[config.mk]
export PLATFORM = sky130hd
export DESIGN_NAME = reg_read_port
export DESIGN_NICKNAME = d
export VERILOG_FILES = /design/src/rtl/reg_read_port_pkg.sv /design/src/rtl/reg_read_port_stage.sv /design/src/rtl/reg_read_port.sv
export SDC_FILE = /design/constraint.sdc
export NUM_CORES = 1
export LEC_CHECK = 0
export BUFFER_PORTS_ARGS = -buffer_cell sky130_fd_sc_hd__buf_2
export CAP_MARGIN = 20
export CELL_PAD_IN_SITES_DETAIL_PLACEMENT = 1
export CELL_PAD_IN_SITES_GLOBAL_PLACEMENT = 2
export CORE_MARGIN = 10
export CORE_UTILIZATION = 27
export CTS_CLUSTER_SIZE = 8
export DETAILED_ROUTE_END_ITERATION = 12
export PLACE_DENSITY_LB_ADDON = 0.3
export SKIP_LAST_GASP = 1
export SYNTH_ARGS = -nofsm -noshare
export SYNTH_HDL_FRONTEND = slang
export SYNTH_SLANG_ARGS = --single-unit
export TNS_END_PERCENT = 50
[constraint.sdc]
create_clock -name clk -period 3.53 [get_ports clk]
set_clock_uncertainty 0.05 [all_clocks]
set_input_delay 0.353 -clock clk [delete_from_list [all_inputs] [get_ports clk]]
set_output_delay 0.353 -clock clk [all_outputs]
set_load 0.05 [all_outputs]
[src/rtl/reg_read_port_pkg.sv]
// Shared definitions for the register file and its read port.
// DEF_N      : default register data width
// DEF_ADDR_W : default register index width (32 registers)
// ZERO_REG   : index of the hard-wired zero register
package reg_read_port_pkg;
    localparam int DEF_N      = 32;
    localparam int DEF_ADDR_W = 5;
    localparam int ZERO_REG   = 0;
endpackage

[src/rtl/reg_read_port_stage.sv]
// pipe_stage: a single pipeline register, which holds a valid bit and a payload.
// Ports:
//   clk, reset : clock and synchronous active-high reset (clears valid and payload)
//   i_load     : capture i_data and set valid (takes priority over i_clear)
//   i_clear    : drop valid; the payload is left as it was
//   i_data     : payload to capture
//   o_valid    : stage holds an entry
//   o_data     : stage payload
module pipe_stage #(
    parameter int W = 8
) (
    input  logic         clk,
    input  logic         reset,
    input  logic         i_load,
    input  logic         i_clear,
    input  logic [W-1:0] i_data,
    output logic         o_valid,
    output logic [W-1:0] o_data
);
    logic         r_valid;
    logic [W-1:0] r_data;

    always_ff @(posedge clk) begin
        if (reset) begin
            r_valid <= 1'b0;
            r_data  <= '0;
        end else if (i_load) begin
            r_valid <= 1'b1;
            r_data  <= i_data;
        end else if (i_clear) begin
            r_valid <= 1'b0;
        end
    end

    assign o_valid = r_valid;
    assign o_data  = r_data;
endmodule

[src/rtl/reg_read_port.sv]
// reg_read_port: a two-stage read port in front of a combinational register file.
// S1 holds the requested index and drives the storage read mux. S2 holds the
// registered response. A write to the S1 index in the same cycle is forwarded.
// Ports:
//   clk, reset               : clock and synchronous active-high reset
//   req_valid/ready/addr     : read request handshake
//   wr_en/wr_addr/wr_data    : register file write port, snooped for bypass
//   rf_rd_addr/rf_rd_data    : storage read mux index and data
//   rsp_valid/ready/data/addr: response handshake
//   served_count             : saturating count of accepted responses
module reg_read_port
    import reg_read_port_pkg::*;
#(
    parameter int N      = DEF_N,
    parameter int ADDR_W = DEF_ADDR_W
) (
    input  logic              clk,
    input  logic              reset,
    input  logic              req_valid,
    output logic              req_ready,
    input  logic [ADDR_W-1:0] req_addr,
    input  logic              wr_en,
    input  logic [ADDR_W-1:0] wr_addr,
    input  logic [N-1:0]      wr_data,
    output logic [ADDR_W-1:0] rf_rd_addr,
    input  logic [N-1:0]      rf_rd_data,
    output logic              rsp_valid,
    input  logic              rsp_ready,
    output logic [N-1:0]      rsp_data,
    output logic [ADDR_W-1:0] rsp_addr,
    output logic [15:0]       served_count
);
    logic                     w_s1_valid;
    logic [ADDR_W-1:0]        w_s1_addr;
    logic                     w_s2_valid;
    logic [ADDR_W+N-1:0]      w_s2_payload;
    logic                     w_s1_adv;
    logic                     w_req_acc;
    logic                     w_rsp_acc;
    logic [N-1:0]             w_rd_data;
    logic [15:0]              r_served_count;

    assign w_s1_adv  = w_s1_valid && (!w_s2_valid || rsp_ready);
    // Reset gates ready so nothing is accepted in a reset cycle.
    assign req_ready = !reset && (!w_s1_valid || w_s1_adv);
    assign w_req_acc = req_valid && req_ready;
    assign w_rsp_acc = w_s2_valid && rsp_ready;

    // Zero register wins over both storage and bypass; a same-cycle write
    // to the S1 index wins over the stale storage value.
    always_comb begin
        w_rd_data = rf_rd_data;
        if (w_s1_addr == ADDR_W'(ZERO_REG))
            w_rd_data = '0;
        else if (wr_en && (wr_addr == w_s1_addr))
            w_rd_data = wr_data;
    end

    pipe_stage #(.W(ADDR_W)) u_s1 (
        .clk     (clk),
        .reset   (reset),
        .i_load  (w_req_acc),
        .i_clear (w_s1_adv),
        .i_data  (req_addr),
        .o_valid (w_s1_valid),
        .o_data  (w_s1_addr)
    );

    pipe_stage #(.W(ADDR_W + N)) u_s2 (
        .clk     (clk),
        .reset   (reset),
        .i_load  (w_s1_adv),
        .i_clear (w_rsp_acc),
        .i_data  ({w_s1_addr, w_rd_data}),
        .o_valid (w_s2_valid),
        .o_data  (w_s2_payload)
    );

    always_ff @(posedge clk) begin
        if (reset)
            r_served_count <= '0;
        else if (w_rsp_acc && (r_served_count != 16'hFFFF))
            r_served_count <= r_served_count + 16'd1;
    end

    // A stalled S1 keeps driving its index, so storage is re-read every cycle.
    assign rf_rd_addr   = w_s1_addr;
    assign rsp_valid    = w_s2_valid;
    assign rsp_addr     = w_s2_payload[ADDR_W+N-1:N];
    assign rsp_data     = w_s2_payload[N-1:0];
    assign served_count = r_served_count;
endmodule

Yosys cells after proc, flatten, opt, wreduce, memory -nomap -nowiden
Cells that the tools add are included.
{"block": "classes", "add_sub_neg": 1, "n_mul": 0, "div": 0, "n_lt_le_gt_ge": 0, "eq_ne": 2, "shift": 0, "muxes": 6, "bitwise_logic": 0, "n_reduce_logical": 14}
{"op": "$mux W32", "count": 2}
{"op": "$add A16 B1 Y16 const B", "count": 1}
{"op": "$ne A16 B16 Y1 const B", "count": 1}
{"op": "$logic_and A1 B1 Y1", "count": 6}
{"op": "$eq A5 B5 Y1", "count": 1}
{"op": "$logic_not A5 Y1", "count": 1}
{"op": "$mux W1", "count": 4}
{"op": "$reduce_bool A2 Y1", "count": 2}
{"op": "$logic_not A1 Y1", "count": 3}
{"op": "$logic_or A1 B1 Y1", "count": 2}
{"block": "totals", "regBits": 60, "latchBits": 0, "ram_bits": 0, "romBits": 0, "inputBits": 79, "wordCells": 28, "memories": 0}

Depth between registers and ports, before layout
Gate-level depths: netlist (run 1).
{"block": "logic_depth", "depth_word": 7, "ltp_mapped": 8}

Modules after synthesis
Synthesis (run 1) repeated with hierarchy kept, for this count alone.
{"block": "hier_totals", "cells_unflattened": 370, "area_unflattened_um2": 3084.2}
{"mod": "reg_read_port", "n_inst": 1, "cells_each": 227, "area_per_inst_um2": 1507.7}
{"mod": "pipe_stage at u_s2", "n_inst": 1, "cells_each": 123, "area_per_inst_um2": 1361.3}
{"mod": "pipe_stage at u_s1", "n_inst": 1, "cells_each": 20, "area_per_inst_um2": 215.2}

Least setup slack after synthesis (run 1)
Ideal clock, no wire load.
{"block": "synth_path", "kind": "reg2reg", "startpoint": "register u_s2.r_valid (netlist: u_s2.o_valid)", "endpoint": "register u_s1.r_data[0] (netlist: u_s1.o_data[0])", "setup_time_ns": 0.119, "arrival_ns": 2.179, "t_required_ns": 3.361, "slack_ns": 1.182, "stages_incl_launch_ff": 6, "path_cell_list": "dfxtp_1 -> nor2b_1 -> a21oi_1 -> nand2_1 -> nand3b_1 -> nand2_1"}
{"block": "synth_between", "elab_chain_len": 6}
{"item": "start, declared", "line": "reg_read_port_stage.sv:20", "rtl": "logic r_valid;"}
{"item": "start signal, assigned", "line": "reg_read_port_stage.sv:25", "rtl": "r_valid <= 1'b0;"}
{"item": "start signal, assigned", "line": "reg_read_port_stage.sv:28", "rtl": "r_valid <= 1'b1;"}
{"item": "start signal, assigned", "line": "reg_read_port_stage.sv:31", "rtl": "r_valid <= 1'b0;"}
{"item": "$logic_not A1 Y1", "line": "reg_read_port.sv:43", "rtl": "assign w_s1_adv = w_s1_valid && (!w_s2_valid || rsp_ready);"}
{"item": "$logic_or A1 B1 Y1", "line": "reg_read_port.sv:43"}
{"item": "$logic_and A1 B1 Y1", "line": "reg_read_port.sv:43"}
{"item": "$logic_or A1 B1 Y1", "line": "reg_read_port.sv:45", "rtl": "assign req_ready = !reset && (!w_s1_valid || w_s1_adv);"}
{"item": "$logic_and A1 B1 Y1", "line": "reg_read_port.sv:45"}
{"item": "named net req_ready", "line": "reg_read_port.sv:20", "rtl": "output logic req_ready,"}
{"item": "$logic_and A1 B1 Y1", "line": "reg_read_port.sv:46", "rtl": "assign w_req_acc = req_valid && req_ready;"}
{"item": "end signal, assigned", "line": "reg_read_port_stage.sv:29", "rtl": "r_data <= i_data;"}
{"item": "end, declared", "line": "reg_read_port_stage.sv:21", "rtl": "logic [W-1:0] r_data;"}
The timed path passes the listed nets, and every way through them passes these cells.
A chain may end at the register's enable or synchronous reset.

Final worst setup path (run 1)
{"block": "layout_path", "startpoint": "register u_s1.r_data[3] (netlist: u_s1.o_data[3])", "endpoint": "register u_s2.r_data[0] (netlist: u_s2.o_data[0])"}
{"block": "layout_between", "elab_chain_len": 4, "elab_cells_between_ends": 5}
{"item": "$eq A5 B5 Y1", "line": "reg_read_port.sv:55", "rtl": "else if (wr_en && (wr_addr == w_s1_addr))"}
{"item": "$logic_and A1 B1 Y1", "line": "reg_read_port.sv:55"}
{"item": "$mux W32", "line": "reg_read_port.sv:55"}
{"item": "$mux W32 *", "line": "reg_read_port.sv:53", "rtl": "if (w_s1_addr == ADDR_W'(ZERO_REG))"}
{"item": "end signal, assigned", "line": "reg_read_port_stage.sv:29"}
{"item": "end, declared", "line": "reg_read_port_stage.sv:21"}
Every way passes the cells marked *; elsewhere a longest branch is shown, timed or not.

==> results of run 1 <==
[routing by layer]
| metal | up-vias | global-route usage | share of wire |
|---|---|---|---|
| met5 | - | 0 | 0 |
| met4 | 0 | 0.0566 | 0.017 |
| met3 | 13 | 0.0394 | 0.066 |
| met2 | 82 | 0.206 | 0.48 |
| met1 | 1189 | 0.145 | 0.43 |
| li1 | 1276 | - | - |
[Yosys cell counts, types with 4 or more instances]
master    number  area share
nand3_1       12       0.022
o21ai_1       30       0.056
a21oi_1        4      0.0075
nor3_1         8       0.015
nand3b_1       5       0.014
and3_1         4      0.0093
nand4_1        4      0.0093
xnor2_1       11       0.036
nor2_1        27       0.038
buf_4          6       0.017
dfxtp_1       60        0.45
clkbuf_1       4      0.0056
xor2_1         5       0.016
nand2_1       43       0.060
mux2i_1       38        0.14
o21ai_0        5      0.0093
[registers in the layout (all words and copies together) (netlist names)]
name	flops
u_s2.o_data	37
served_count	16
u_s1.o_data	5
u_s1.o_valid	1
u_s2.o_valid	1
[through the flow]
stage / util / area [sq um]
global placement: 0.349 / 3400
global route: 0.368 / 3580
CTS: 0.368 / 3580
floorplan: - / 2680
finish: 0.368 / 3580
detailed placement: 0.349 / 3400
[area by class of cell]
type | instances | area share
Tap cell | 133 | 0.0465
Multi-Input combinational cell | 214 | 0.370
Sequential cell | 60 | 0.336
Clock buffer | 15 | 0.0493
Timing Repair Buffer | 140 | 0.197
Clock inverter | 1 | 0.00140
[cell families after synthesis]
kind of cell,after synthesis,share of synthesized area
and+or+nand+nor,116,0.208
adders and majority gates,1,0.00467
xor gates and xnor gates,16,0.0523
AOI/OAI and AO/OA,43,0.0849
muxes,38,0.142
buffers and inverters,20,0.0602
DFF,60,0.448
[how the worst max path moves through the flow]
stage                    from               to  slack, ns  cells past startpoint
2_1_floorplan    u_s2.o_valid   u_s1.o_data[0]       1.18                      5
3_3_place_gp       wr_addr[1]   u_s2.o_data[1]       1.23                      6
3_5_place_dp       wr_addr[1]  u_s2.o_data[20]       1.17                      6
4_1_cts        u_s1.o_data[3]  u_s2.o_data[20]       1.22                      5
5_1_grt        u_s1.o_data[3]  u_s2.o_data[28]       0.99                      5
6_report       u_s1.o_data[3]   u_s2.o_data[0]       1.25                      5
[worst register-to-register path, delay by kind of cell (launching register included)]
family	cells	cell delay, ns
AO/OA/AOI/OAI	1	0.08
multiplexers	1	0.32
XOR/XNOR	1	0.18
flip-flops	1	0.38
AND/OR/NAND/NOR	2	1.15
[power by group through the flow]
stage	clock (mW)	sequential, mW	combinational [mW]
floorplan	0	0.806	0.0937
global placement	0	0.737	0.243
detailed placement	0	0.738	0.245
CTS	0.603	0.723	0.245
global route	0.629	0.726	0.261
finish	0.573	0.722	0.241
==> run_results.csv, run 1 <==
group,metric,value,unit
layout,multi_input_area,1320,sq um
clocking,clock_sinks,60,
sta,fin_crit,2.28,ns
power,p_per_area,429,nW/um^2
worst_setup_path,r2r_cells,5,
floorplanning,rows,36,
worst_setup_path,rr_endpoint,"u_s2.o_data[0]",
place,io_buffers,138,
clocking,cts_resized,0,
sta,worst_hold_slack,0.180,ns
floorplanning,io_pins,139,
route,drt_first_pass_iters,4,
sta,worstMarginPinSlew,0.986,ns
grt,grt_pass1_wl,14.5,mm
route,drc,0,
synth,async_reset_ff_frac,0,
floorplanning,initial_utilization,0.276,
clocking,path_clk_slew,0.07,ns
status,status,"completed",
route,avgViaCountPerCell,4.55,
sta,fin_tns_setup,0,ns
clocking,htree_levels,3,
sta,slew_headroom,0.342,
worst_setup_path,cp_max_fo,32,
route,wl_per_cell,15.9,microns
grt,grt_pass1_vias,2744,
place,pre_cts_slack,1.17,ns
place,place.gp.congestion,0.746,
clocking,cts_setup_buffers,0,
clocking,cts_tree,"yes",
sta,rsz0062_at_grt,"false",
sta,fmaxAchievable,0.439,GHz
worst_setup_path,crit_chain,"xor2_1 -> nor4_1 -> and3_2 -> mux2i_1 -> o21ai_1",
synth,syn_area,2680,sq um
floorplanning,die_h,120,microns
worst_setup_path,timing.rr.start,"u_s1.o_data[3]",
power,report.power.total,1.54,mW
floorplanning,die_area,14300,sq um
synth,synth_cell_types,35,
layout,drive_above_1_share,0.365,
route,wl,8.93,mm
floorplanning,core-area,9730,sq um
clocking,clockBufferDepth,2,
sta,hold_viol_final,0,
layout,antenna_cells,0,
grt,antenna_found_initial,0,
power,peakVddDrop,190,uV
power,p_seq_frac,0.470,
route,detailedRoute.firstIterationViolations,100,
grt,overflow,0,
route,ant_nets,0,
place,hpwl,6.88,mm
run,maxCapViolCount,0,
worst_setup_path,cp.arrival,2.44,ns
synth,yosysWarnings,0,
worst_setup_path,path_class,"flop to flop",
power,sw_frac_of_total,0.287,
worst_setup_path,path_delay_family,"simple AND/OR/NAND/NOR gates",
synth,synth_fp_nets,374,
worst_hold_path,hold_depth,3,
worst_setup_path,end_kind,"flop",
sta,worst_slack,1.25,ns
layout,layout_common_cells,"buf_2, dfxtp_1, nand2_1",
worst_setup_path,cp_data_required_time,3.69,ns
layout,finalNonFillerCells,563,
layout,final_common_cell,"buf_2",
route,vias,2560,
worst_hold_path,min_from,"req_addr[2]",
sta,report.final.slew_viol_count,0,
synth,synthFlopType,"dfxtp_1",
synth,avgSynthCellArea,9.12,sq um
layout,regArea,1200,sq um
clocking,cts_hold_buffers,0,
sta,setup_viol,0,
worst_hold_path,hold_end,"u_s1.o_data[2]",
synth,syn_inst,294,
layout,nNetsFinal,505,
synth,seq_area_frac_synth,0.448,
worst_setup_path,r2r_slack,1.25,ns
place,dp.cells,547,
power,combPwrFrac,0.157,
synth,synth-seq-cells,60,
floorplanning,fp.dieW,120,microns
grt,grt_start_max_net_pins,33,
synth,synth_edf_count,0,
worst_setup_path,startpoint_type,"flop",
worst_setup_path,crit_buf_inv,0,
sta,post-route-period-util,0.645,
layout,n_fill_cell,1198,
power,power.leakage,1.61,nW
clocking,cts_root_buffer,"clkbuf_8",
clocking,clk_latency,0.33,ns
clocking,cts-buffers-inserted,9,
power,p_sw,441,uW
layout,syn2layout_area_growth,33.5,%
power,pwr-share-clk,0.373,
grt,grt_use_total,0.125,
worst_hold_path,hold_path_class,"primary input to flop",
worst_setup_path,slowest_delay,0.89,ns
power,p_int,1.09,mW
worst_setup_path,critPathSlowestCell,"and3_2",
Note: power is estimated with default switching activity, not from simulation.
==> run 2: changes to the inputs <==
- CORE_UTILIZATION: 27 -> 22
- clock period: 3.53 -> 1.8 ns (I/O delays scaled with it)
==> run 2 against run 1 <==
Die area increased by 19%; non-clock buffer count is 17 higher; sequential share of layout area decreased by 2.8 points; flip-flop and latch count did not move; routed wire length rose by 4.5%; hold slack worse by 0.17 ns; critical endpoint is now u_s2.o_data[27]; largest power group is now the clock network.
==> run_results.csv, run 2 (synthesis results as in run 1) <==
group,metric,value,unit
status,status,"completed",
sta,rsz0062_at_grt,"false",
clocking,cts_hold_buffers,0,
sta,setup_viol,0,
route,detailedRoute.firstIterationViolations,129,
layout,n_fill_cell,1446,
layout,antenna_cells,0,
route,wl_per_cell,15.7,microns
sta,slew_headroom,0.732,
power,power.leakage,1.79,nW
sta,fmaxAchievable,0.591,GHz
worst_setup_path,end_kind,"flop",
layout,syn2layout_area_growth,48.2,%
place,place.gp.congestion,0.734,
clocking,htree_levels,3,
power,p_int,2.89,mW
worst_hold_path,hold_path_class,"primary input to flop",
clocking,cts-buffers-inserted,9,
worst_setup_path,cp_data_required_time,1.94,ns
route,drc,0,
worst_hold_path,min_from,"req_addr[2]",
floorplanning,initial_utilization,0.224,
clocking,cts_tree,"yes",
power,peakVddDrop,390,uV
worst_setup_path,path_class,"flop to flop",
layout,final_common_cell,"buf_2",
clocking,cts_root_buffer,"clkbuf_16",
place,io_buffers,138,
clocking,path_clk_slew,0.05,ns
power,p_sw,954,uW
grt,grt_pass1_vias,2805,
sta,fin_tns_setup,0,ns
place,hpwl,7.31,mm
worst_setup_path,cp.arrival,1.83,ns
power,pwr-share-clk,0.498,
run,maxCapViolCount,0,
sta,fin_crit,1.69,ns
worst_hold_path,hold_depth,3,
grt,overflow,0,
power,report.power.total,3.84,mW
route,avgViaCountPerCell,4.42,
layout,largest_reg_flops,37,
sta,worstMarginPinSlew,0.401,ns
worst_setup_path,rr_endpoint,"u_s2.o_data[27]",
layout,regArea,1220,sq um
floorplanning,fp.dieW,130,microns
layout,multi_input_area,1340,sq um
power,p_seq_frac,0.367,
floorplanning,die_area,17000,sq um
grt,grt_start_max_net_pins,33,
worst_hold_path,hold_end,"u_s1.o_data[2]",
clocking,clk_latency,0.32,ns
clocking,clock_sinks,60,
sta,hold_viol_final,0,
sta,post-route-period-util,0.939,
sta,report.final.slew_viol_count,0,
worst_setup_path,startpoint_type,"flop",
route,drt_first_pass_iters,4,
grt,antenna_found_initial,0,
floorplanning,die_h,130,microns
layout,layout_common_cells,"buf_2, dfxtp_1, nand2_1",
worst_setup_path,r2r_cells,5,
clocking,clockBufferDepth,2,
floorplanning,rows,40,
worst_setup_path,timing.rr.start,"u_s1.o_data[1]",
layout,drive_above_1_share,0.434,
floorplanning,io_pins,139,
route,ant_nets,0,
grt,grt_use_total,0.103,
worst_setup_path,cp_max_fo,32,
grt,grt_pass1_wl,14.0,mm
route,wl,9.33,mm
power,combPwrFrac,0.135,
worst_setup_path,r2r_slack,0.11,ns
power,p_per_area,967,nW/um^2
route,vias,2623,
power,sw_frac_of_total,0.248,
layout,nNetsFinal,522,
floorplanning,core-area,12000,sq um
run 2: worst max path at each step:
stage | start | endpoint | depth (start not counted)
floorplan | served_count[11] | served_count[2] | 5
global placement | u_s1.o_data[1] | u_s2.o_data[16] | 6
detailed placement | u_s1.o_data[1] | u_s2.o_data[16] | 6
CTS | u_s1.o_data[1] | u_s2.o_data[20] | 6
global route | u_s1.o_data[1] | u_s2.o_data[26] | 6
finish | u_s1.o_data[1] | u_s2.o_data[27] | 5
run 2: routing by layer:
metal	track usage	vias up	wire length (microns)
met4	0.0314	0	69
met2	0.173	87	4280
li1	-	1308	-
met1	0.121	1222	4180
met5	0	-	0
met3	0.0351	6	804
run 2: power groups by stage:
stage | Combinational (mW) | Clock [mW] | Sequential (mW)
detailed placement | 0.522 | 0 | 1.44
finish | 0.519 | 1.91 | 1.41
CTS | 0.523 | 1.97 | 1.41
global route | 0.559 | 2.04 | 1.42
global placement | 0.517 | 0 | 1.44
floorplan | 0.184 | 0 | 1.58
run 2: what timing repair did:
item,CTS,global route
setup endpoints to repair,0,10
resized for setup,0,3
setup buffers,0,0
run 2: critical path, stage by stage (launching register included):
cell and delay (ns):
dfxtp_1 0.32, buf_4 0.15, or4_1 0.54, o21ai_2 0.18
buf_12 0.21, o21ai_0 0.11
run 2: final cells by class:
class,count,share of cell area
flip-flops and latches,60,0.307
multi-input cells,214,0.337
repair buffers,157,0.225
clock buffers,13,0.0680
well taps,147,0.0463
clock inverters,3,0.0170
run 2: metrics by stage:
step	utilization	area, sq um	setup WS [ns]	hold WS [ns]	cells
after global placement	0.301	3600	0.113	0.350	577
after global routing	0.332	3970	0.00600	0.0376	594
after CTS	0.329	3930	0.0788	0.00626	593
after detailed placement	0.301	3600	0.0860	0.343	577
after floorplan	-	2710	0.00744	0.247	294
final	0.332	3970	0.109	0.0122	594
==> run 3: changes to the inputs <==
- ABC_AREA: unset -> 1
- PLACE_DENSITY_LB_ADDON: 0.3 -> 0.15
==> run 3 against run 2 <==
Sequential share of layout area decreased by 4.5 points; design area increased by 17%; critical endpoint is now served_count[8]; clock-buffer cell count decreased by 1; first-iteration DRC count decreased by 19%; flip-flop and latch count unchanged; via count increased by 41%; critical path type unchanged; sequential power about the same; critical path depth increased by 4; cell count increased by 40%; register-to-register slack improved by 0.09 ns; die area increased by 19%; routed wire length increased by 40%.
==> run_results.csv, run 3 <==
group,metric,value,unit
clocking,path_clk_slew,0.05,ns
grt,antenna_found_initial,0,
worst_hold_path,min_from,"req_addr[0]",
clocking,htree_levels,3,
route,wl_per_cell,15.8,microns
clocking,cts-buffers-inserted,9,
worst_setup_path,cp_data_required_time,2.02,ns
sta,worstMarginPinSlew,0.567,ns
synth,synth_commonest_cells,"nand2_1, inv_1, dfxtp_1",
place,place_area,4220,sq um
worst_setup_path,crit_start,"served_count[0]",
floorplanning,io_pins,139,
worst_hold_path,hold_path_class,"primary input to flop",
layout,largest_reg_flops,37,
synth,synth_fp_nets,580,
synth,syn_inst,500,
grt,grt_start_max_net_pins,56,
clocking,cts_tree,"yes",
sta,slew_headroom,0.619,
clocking,clk_latency,0.33,ns
grt,grt_use_total,0.130,
layout,antenna_cells,0,
route,wl,13.1,mm
sta,fmaxAchievable,0.624,GHz
layout,n_fill_cell,1877,
grt,grt_pass1_vias,4158,
synth,synth_top_area_cell,"dfxtp_1",
synth,synth_edf_count,0,
power,peakVddDrop,409,uV
synth,synth-seq-cells,60,
floorplanning,fp.dieW,142,microns
layout,nNetsFinal,720,
layout,drive_above_1_share,0.315,
sta,fin_tns_setup,0,ns
synth,avgSynthCellArea,6.56,sq um
grt,overflow,0,
floorplanning,core-area,14600,sq um
floorplanning,initial_utilization,0.225,
synth,synth_most_common_cell,"nand2_1",
route,avgViaCountPerCell,4.45,
place,io_buffers,138,
floorplanning,die_area,20200,sq um
worst_setup_path,end_kind,"flop",
synth,yosys-top-cells-area,"dfxtp_1, nand2_1, inv_1, a21oi_1, nand4_1",
worst_setup_path,timing.rr.start,"served_count[0]",
layout,final_core_util,0.317,
synth,netlist.area_leader.share,0.366,
layout,multi_input_area,1600,sq um
floorplanning,rows,44,
power,report.power.total,4.20,mW
power,power.leakage,2.32,nW
synth,async_reset_ff_frac,0,
place,hpwl,9.65,mm
place,place.gp.congestion,0.743,
synth,synth_cell_types,28,
layout,syn2layout_area_growth,41.1,%
worst_setup_path,startpoint_type,"flop",
clocking,clock_sinks,60,
worst_setup_path,cp_max_fo,7,
clocking,clockBufferDepth,2,
sta,post-route-period-util,0.890,
sta,fin_crit,1.60,ns
status,status,"completed",
layout,layout_common_cells,"buf_2, nand2_1, inv_1",
sta,rsz0062_at_grt,"false",
worst_setup_path,path_class,"flop to flop",
route,drt_first_pass_iters,4,
route,detailedRoute.firstIterationViolations,104,
layout,final_area,4630,sq um
worst_setup_path,cp.arrival,1.82,ns
run,maxCapViolCount,0,
sta,setup_viol,0,
sta,hold_viol_final,0,
synth,seq_area_frac_synth,0.366,
floorplanning,die_h,142,microns
grt,grt_pass1_wl,21.2,mm
route,vias,3688,
synth,yosysWarnings,0,
synth,syn_area,3280,sq um
synth,synthFlopType,"dfxtp_1",
route,ant_nets,0,
route,drc,0,
clocking,cts_root_buffer,"clkbuf_16",
layout,regArea,1210,sq um
power,p_per_area,908,nW/um^2
sta,report.final.slew_viol_count,0,
layout,final_common_cell,"buf_2",
==> run 3: cell types whose count changed after synthesis, moves of 14 or more <==
| cell | change |
|---|---|
| a21oi_1 | +39 |
| clkbuf_1 | +14 |
| inv_1 | +86 |
| mux2i_1 | -38 |
| nand2_1 | +95 |
| nand3_1 | +27 |
| nand4_1 | +29 |
| o21ai_1 | -30 |
==> run 3: cell families (layout without fill, tap and decap cells) <==
group	after synthesis	in the layout	share of synthesized area
AO/OA/AOI/OAI	67	67	0.117
flip-flops	60	60	0.366
adder cells (fa/ha/maj)	1	1	0.00381
XOR/XNOR	11	11	0.0294
buffers and inverters	121	265	0.152
AND/OR/NAND/NOR	240	241	0.332
==> run 3: path summary, 6_finish.rpt <==
| check | to | slack [ns] | depth (start not counted) |
|---|---|---|---|
| worst max-delay path | served_count[8] | 0.20 | 9 |
| worst min-delay path | u_s1.o_data[0] | 0.01 | 3 |
| worst max register to register | served_count[8] | 0.20 | 9 |
| worst min register to register | u_s2.o_data[20] | 0.41 | 2 |
==> run 3: per-layer routing <==
metal,part of all wire,global-route usage,vias to the layer above
met1,0.46,0.154,1715
li1,-,-,1863
met5,0,0,-
met2,0.45,0.212,97
met4,0.016,0.0495,0
met3,0.072,0.0441,13
==> run 3: final cells by class <==
type | count | share of cell area
sequential | 60 | 0.262
clock inverter | 4 | 0.0205
clock buffer | 12 | 0.0554
multi-input combinational | 320 | 0.345
tap | 184 | 0.0497
timing repair buffer | 160 | 0.194
inverter | 89 | 0.0721
==> run 3: what timing repair did <==
item | CTS | global route
endpoints found under the setup margin | 0 | 14
gates resized for setup | 0 | 4
setup buffers | 0 | 1
hold buffers | 3 | 0
hold endpoints to repair | 3 | 0
==> run 3: per-stage QoR <==
stage / hold slack (ns) / setup WS, ns / cells
2_1_floorplan: 0.243 / 0.00102 / 500
3_3_place_gp: 0.334 / 0.150 / 808
3_5_place_dp: 0.340 / 0.0938 / 808
4_1_cts: 0.00271 / 0.0755 / 827
5_1_grt: 0.0218 / 0.0150 / 829
6_report: 0.0147 / 0.199 / 829
==> run 3: worst max-delay path, stage by stage, from the launching register on <==
cell	delay, ns
dfxtp_4	0.36
ha_1	0.19
nand3_2	0.12
nor3_4	0.23
nand2_1	0.11
nand2_2	0.14
nand2_4	0.11
nand3_1	0.11
nand2_1	0.06
nor2_1	0.07
==> run 3: power breakdown <==
group / total (mW) / internal [mW] / switching [mW]
clock: 2.06 / 1.43 / 0.633
combinational: 0.728 / 0.220 / 0.509
sequential: 1.42 / 1.38 / 0.0342
total: 4.20 / 3.03 / 1.18
